File: config.mk
export PLATFORM = sky130hd
export DESIGN_NAME = writeback_regfile
export DESIGN_NICKNAME = d
export VERILOG_FILES = /design/src/rtl/writeback_regfile.sv
export SDC_FILE = /design/constraint.sdc
export NUM_CORES = 2
export LEC_CHECK = 0
export ABC_AREA = 1
export BUFFER_PORTS_ARGS = -buffer_cell sky130_fd_sc_hd__buf_4
export CAP_MARGIN = 20
export CORE_MARGIN = 8
export CORE_UTILIZATION = 30
export DETAILED_ROUTE_END_ITERATION = 7
export HOLD_SLACK_MARGIN = 0.08
export PLACE_DENSITY_LB_ADDON = 0.05
export SYNTH_ARGS = -nofsm -noshare
export SYNTH_HDL_FRONTEND = slang
export SYNTH_SLANG_ARGS = --single-unit
export TNS_END_PERCENT = 10
File: constraint.sdc
create_clock -name clk -period 47.8 [get_ports clk]
set_input_delay 4.78 -clock clk [delete_from_list [all_inputs] [get_ports clk]]
set_output_delay 4.78 -clock clk [all_outputs]
set_load 0.02 [all_outputs]
File: src/rtl/writeback_regfile.sv
// Writeback result select plus RV32I integer register file: reads are combinational, a commit is visible through the array after the clock edge.
// No backpressure: a commit happens on every edge where RegWriteW is set, and a same-cycle bypass (BYPASS=1) hides that edge from decode.
module writeback_regfile #(
   parameter int XLEN   = 32,
   parameter int NREG   = 32,
   parameter int ADDR_W = 5,
   parameter int BYPASS = 1
) (
   input  logic              clk,
   input  logic              reset,
   input  logic              RegWriteW,
   input  logic [ADDR_W-1:0] RdW,
   input  logic [1:0]        ResultSrcW,
   input  logic [XLEN-1:0]   ALUResultW,
   input  logic [XLEN-1:0]   ReadDataW,
   input  logic [XLEN-1:0]   PCPlus4W,
   input  logic [ADDR_W-1:0] Rs1D,
   input  logic [ADDR_W-1:0] Rs2D,
   output logic [XLEN-1:0]   RD1D,
   output logic [XLEN-1:0]   RD2D,
   output logic [XLEN-1:0]   ResultW
);

   localparam logic [1:0]      SRC_ALU  = 2'b00;
   localparam logic [1:0]      SRC_LOAD = 2'b01;
   localparam logic [1:0]      SRC_PC4  = 2'b10;
   localparam logic [ADDR_W:0] NREG_IDX = (ADDR_W + 1)'(NREG);

   logic [XLEN-1:0] regArray [NREG];
   logic            writeEn;
   logic            rs1Valid;
   logic            rs2Valid;
   logic            bypass1;
   logic            bypass2;

   always_comb begin
      case (ResultSrcW)
         SRC_ALU:  ResultW = ALUResultW;
         SRC_LOAD: ResultW = ReadDataW;
         SRC_PC4:  ResultW = PCPlus4W;
         default:  ResultW = ALUResultW;
      endcase
   end

   // x0 and indices beyond NREG never commit, so they can never be bypassed either.
   assign writeEn  = RegWriteW && (RdW != '0) && ({1'b0, RdW} < NREG_IDX);
   assign rs1Valid = (Rs1D != '0) && ({1'b0, Rs1D} < NREG_IDX);
   assign rs2Valid = (Rs2D != '0) && ({1'b0, Rs2D} < NREG_IDX);
   assign bypass1  = (BYPASS != 0) && !reset && writeEn && (Rs1D == RdW);
   assign bypass2  = (BYPASS != 0) && !reset && writeEn && (Rs2D == RdW);

   always_ff @(posedge clk or posedge reset) begin
      if (reset) begin
         for (int i = 0; i < NREG; i++) begin
            regArray[i] <= '0;
         end
      end else if (writeEn) begin
         regArray[RdW] <= ResultW;
      end
   end

   always_comb begin
      RD1D = '0;
      if (bypass1) begin
         RD1D = ResultW;
      end else if (rs1Valid) begin
         RD1D = regArray[Rs1D];
      end
   end

   always_comb begin
      RD2D = '0;
      if (bypass2) begin
         RD2D = ResultW;
      end else if (rs2Valid) begin
         RD2D = regArray[Rs2D];
      end
   end

   x0Rd1Zero: assert property (@(posedge clk) disable iff (reset) (Rs1D == '0) |-> (RD1D == '0));
   x0Rd2Zero: assert property (@(posedge clk) disable iff (reset) (Rs2D == '0) |-> (RD2D == '0));

endmodule
Yosys cells after proc, flatten, opt, wreduce, memory -nomap -nowiden
Cells that the tools add are included.
- register bits after elaboration: 1024
- input bits: 116
- output and inout bits: 96
- word-level logic and storage cells: 66
- magnitude comparators: 4
- equality and inequality tests: 4
- multiplexer cells: 14
- bitwise gates (word level): 3
- reduce and logical (&&, ||, !) cells: 9
- operator list (operator ; number):
    bitwise mux 1024 bit ; 1
    binary-select mux 32 bit (select 5 bit) ; 2
    2-to-1 mux 32 bit ; 9
    demux 32 bit (select 5 bit) ; 1
    one-hot mux 32 bit (2 select lines) ; 1
    >= comparator 6 bit (second input constant) ; 3
    NOT 5 -> 6 bit ; 3
    nonzero test 5 bit ; 3
    equality test 5 bit ; 2
    < comparator 6 x 1 -> 1 bit (second input constant) ; 1
    logical AND 1 bit ; 5
    equality test 2 x 1 -> 1 bit (second input constant) ; 1
    equality test 2 bit (second input constant) ; 1
    logical NOT 1 bit ; 1

Logic depth before layout (Yosys ltp)
- word-level depth: 6
- gate-level depth with buffers: 12
- gate-level depth less buffers: 9

Least setup slack after synthesis
No wires, ideal clock.
- kind: input port to output port
- from: input port ResultSrcW[0]
- to: output port RD1D[1]
- arrival time: 6.556 ns
- slack: 36.464 ns
- cell stages on the path: 10
- buffers on the path: 3
- path through: inv_1 -> ha_1 -> inv_2 -> buf_2 -> buf_1 -> nand2_1 -> o21ai_1 -> clkbuf_1 -> nand2_1 -> nand2_1
- longest elaborated chain between the ends: 3
- elaborated cells on any way between the ends: 4
- ends and longest elaborated chain (item ; RTL line ; RTL):
    start, declared ; 13 ; input logic [1:0] ResultSrcW,
    equality test 2 bit / equality test 2 x 1 -> 1 bit (equally long branches) ; 37 ; case (ResultSrcW)
    one-hot mux 32 bit (2 select lines) * ; 37 ;
    named net ResultW[1] ; 21 ; output logic [XLEN-1:0] ResultW
    2-to-1 mux 32 bit * ; 64 ; if (bypass1) begin
    end, declared ; 19 ; output logic [XLEN-1:0] RD1D,
Mark *: on every way through the listed nets, which the timed path passes. The rest lies on a longest branch.

Worst setup path after layout
- from: input port Rs1D[1]
- to: output port RD1D[14]
- longest elaborated chain between the ends: 6
- elaborated cells on any way between the ends: 9
- ends and longest elaborated chain (item ; RTL line ; RTL):
    start, declared ; 17 ; input logic [ADDR_W-1:0] Rs1D,
    NOT 5 -> 6 bit (not written as such) ; 67 ; RD1D = regArray[Rs1D];
    binary-select mux 32 bit (select 5 bit) ; 67 ;
    2-to-1 mux 32 bit (not written as such) (2 in series) ; 67 ;
    2-to-1 mux 32 bit ; 66 ; end else if (rs1Valid) begin
    2-to-1 mux 32 bit * ; 64 ;
Every way passes the cells marked *; elsewhere a longest branch is shown, timed or not. The select of a mux whose other input is x is not followed.

==> summary.md <==
| Metric | Value |
|---|---|
| Simple logic cell fraction of the synthesized area | 27.8% |
| Drt first pass iters | 6 |
| Fin crit period | roughly 15000 ps |
| Max Root-Sink Buffers | 3 |
| Pint | 0.00186 W |
| Gate power share | 21.9% |
| Main combinational cell family by area after synthesis | simple AND/OR/NAND/NOR gates |
| DPL Wire Length | approximately 160000 um |
| Xor/xnor cell area share of the yosys netlist | 0.0913% |
| WL final | about 280000 um |
| Worst endpoint required time | 43020 ps |
| Critical path peak fanout | 67 |
| Max cap viols | 0 |
| Mapped Avg Cell Area | 6.98 um2 |
| Slew headroom | approximately a fifth |
| Clk pwr share | 36.2% |
| Top post-synthesis cells by area | dfrtp_1 45%, nand2_1 17%, a21oi_1 7.7%, o21ai_0 7.2%, nand3_1 6.4% |
| CTS Hold Bufs | 0 |
| CP startpoint kind | input pin |
| Core area | 190000 um2 |
| Net Count, Synth | 8362 |
| Final standard cell area without fillers | 65100 um2 |
| Layout cells sized above 1 | under 10% |
| Fin crit share | 30.4% |
| Via/cell ratio | 5.31 |
| CTS Buf Count | ~130 |
| Placer Congestion | 0.819 |
| Net Sw Frac | around a third |
| Unique masters post-synth | 31 |
| Synth Area in Compound Gates | approximately 19% |
| CTS tree | yes |
| Clock-pin transition on the worst setup and hold timing paths | about 60 ps |
| Starting Density | 30.2% |
| Root buf cell | clkbuf_16 |
| I/O pin count | 212 |
| Area growth, synth to finish | 13.1% |
| Post-synth top area cell | dfrtp_1 |
| GRT Overall Usage | 26.7% |
| Synthesis Warnings | 0 |
| Initial DRC count | around 5800 |
| Top cell type's share of synthesized area | around 45% |
| Biggest register | regArray |
| Hold Crit Depth | 0 |
| Setup Buffers After CTS | 0 |
| RSZ-0062 raised after global routing | no |
| Kind of critical path | input pin to output port |
| Vias | 56408 |
| Total grt overflow | 0 |
| Die Y | 454 um |
| Placed Area | between 60000 and 70000 um2 |
| Cell Pwr Density | between 40 and 50 nW/um2 |
| Die ar. | between 200000 and 250000 um2 |
| Clock sinks | 1024 |
| Number of flip-flops under the largest register name | 1024 |
| Fin. max-slew vios | 0 |
| Fin nets | between 8000 and 9000 |
| Initial antenna violation count | 11 |
| Clock latency on the worst-skew pair | 770 ps |
| Sequential area share after synthesis | 44.5% |
| Fmax | 68.9 MHz |
| PortBufs | about 210 |
| Switching Power | roughly 0.00095 W |
| Wire per inst | 26.6 um |
| Adder-Cell Fraction of Synth Area | 0.0435% |
| Worst hold-check path type | flop to flop |
| Standard-cell rows | 160 |
| CP Capture Type | output port |
| Largest net degree at the start of global routing | 154 |
| Fin. Hold Viols | 0 |
| ANT nets after route | 0 |
| Synth Cell Area | 57500 um2 |
| Max VDD drop | 0.0361 mV |
| Setup Skew | 0 ps |
| Die width | 454 um |
| H-tree Lvls | 4 |
| Biggest regs | regArray x1024 |
| Post-synthesis mux area share | 0% |
| Final setup viols | 0 |
| Leakage Power | 29.1 nW |
| #FFs+latches synth | roughly 1000 |
| Worst slew pin tran | between 1000 and 1500 ps |
| Status | finished clean |
| Reg power frac | between 40% and 50% |
| # resized after CTS | 0 |
| R2R depth | 2 |
| Number of global-route vias before repair | 53636 |
| DRC | 0 |
| Crit path DAT | 9740 ps |
| Mapped Cells | 8244 |
| Setup tns final | 0 ps |
| First-pass GRT wire length | 404000 um |
==> synth_stat cells <==
cell / n
o21ai_1: 136
nor2_2: 12
inv_1: 389
buf_2: 248
inv_2: 18
buf_4: 6
nor2_4: 12
and2_1: 2
o21ai_2: 2
o211ai_1: 216
a21boi_2: 2
nand3_2: 2
a21oi_1: 888
nand2_2: 3
ha_1: 2
nand2_1: 2562
buf_1: 60
a22o_1: 32
clkbuf_1: 435
o21ai_0: 826
and3_1: 1
dfrtp_1: 1024
nor2_1: 615
xnor2_1: 6
or2_2: 1
nor3_2: 4
nand3_1: 732
nor3_1: 2
nand4_1: 4
nand2_8: 1
nor3_4: 1
==> worst paths after layout <==
| path | endpoint | slack [ps] | startpoint |
|---|---|---|---|
| max | RD1D[14] | 33280 | Rs1D[1] |
| min | regArray[1022] | 400 | regArray[1022] |
| max reg2reg | regArray[405] | 47000 | regArray[405] |
| min reg2reg | regArray[1022] | 400 | regArray[1022] |
| max in group asynchronous | regArray[1017] | 40560 | reset |
| min in group asynchronous | regArray[865] | 4210 | reset |
==> logic make-up after synthesis <==
family | after synthesis
xor gates and xnor gates | 6
AOI/OAI and AO/OA | 2102
DFF | 1024
adders and majority gates | 2
buffers and inverters | 1156
and+or+nand+nor | 3954
==> power by group through the flow <==
| stage | Clock (W) | Combinational, W | Sequential, W |
|---|---|---|---|
| 2_1_floorplan | 0 | 0.000422 | 0.00116 |
| 3_3_place_gp | 0 | 0.000608 | 0.00119 |
| 3_5_place_dp | 0 | 0.000616 | 0.00119 |
| 4_1_cts | 0.00104 | 0.000618 | 0.00117 |
| 5_1_grt | 0.00107 | 0.000696 | 0.00120 |
| 6_report | 0.00102 | 0.000615 | 0.00118 |
==> placed cells by master (no fill, tap or decap), types with 132 or more instances in the layout <==
| cell type | instances |
|---|---|
| clkbuf_16 | 139 |
| buf_4 | 355 |
| nand3_1 | 732 |
| o21ai_0 | 816 |
| o211ai_1 | 216 |
| o21ai_1 | 132 |
| nor2_1 | 613 |
| dfrtp_1 | 1024 |
| nand2_1 | 2555 |
| a21oi_1 | 888 |
| inv_1 | 383 |
==> area by class of cell <==
cell class                      count  area (um2)
Sequential cell                  1024       25600
Clock inverter                     33         300
Inverter                          407        1560
Multi-Input combinational cell   6064       27500
Antenna cell                        4        10.0
Timing Repair Buffer              370        2940
Tap cell                         2511        3140
Clock buffer                      206        4040
Fill cell                       20198      125000
==> layer usage <==
metal | wire length (um) | track usage, % | vias up
met5 | 13 | 0 | -
met4 | 11300 | 10.1 | 2
met3 | 17800 | 3.79 | 456
met2 | 128000 | 43.2 | 2134
met1 | 125000 | 36.2 | 27292
li1 | - | - | 26524
==> critical path, cell delays in order <==
cell      delay, ps
buf_8           420
clkinv_2        750
nor2_4          810
buf_4           740
buf_4           850
nand2_1         110
a21oi_1         150
nor2_1           60
nand2_1          60
nand3_1          80
nand3_1         110
nand2_1         250
buf_4           270
==> metrics by stage <==
stage / worst slack (ps) / cells / utilization [%] / total power, W / hold WS [ps]
after floorplan: 14200 / 8244 / - / 0.00158 / 443
after global placement: 33120 / 10375 / 31.9 / 0.00179 / 384
after detailed placement: 33460 / 10376 / 31.9 / 0.00180 / 386
after CTS: 33440 / 10615 / 34.2 / 0.00284 / 399
after global routing: 33140 / 10616 / 34.2 / 0.00297 / 405
final: 33280 / 10619 / 34.2 / 0.00281 / 400
(Power assumes the default switching activity.)
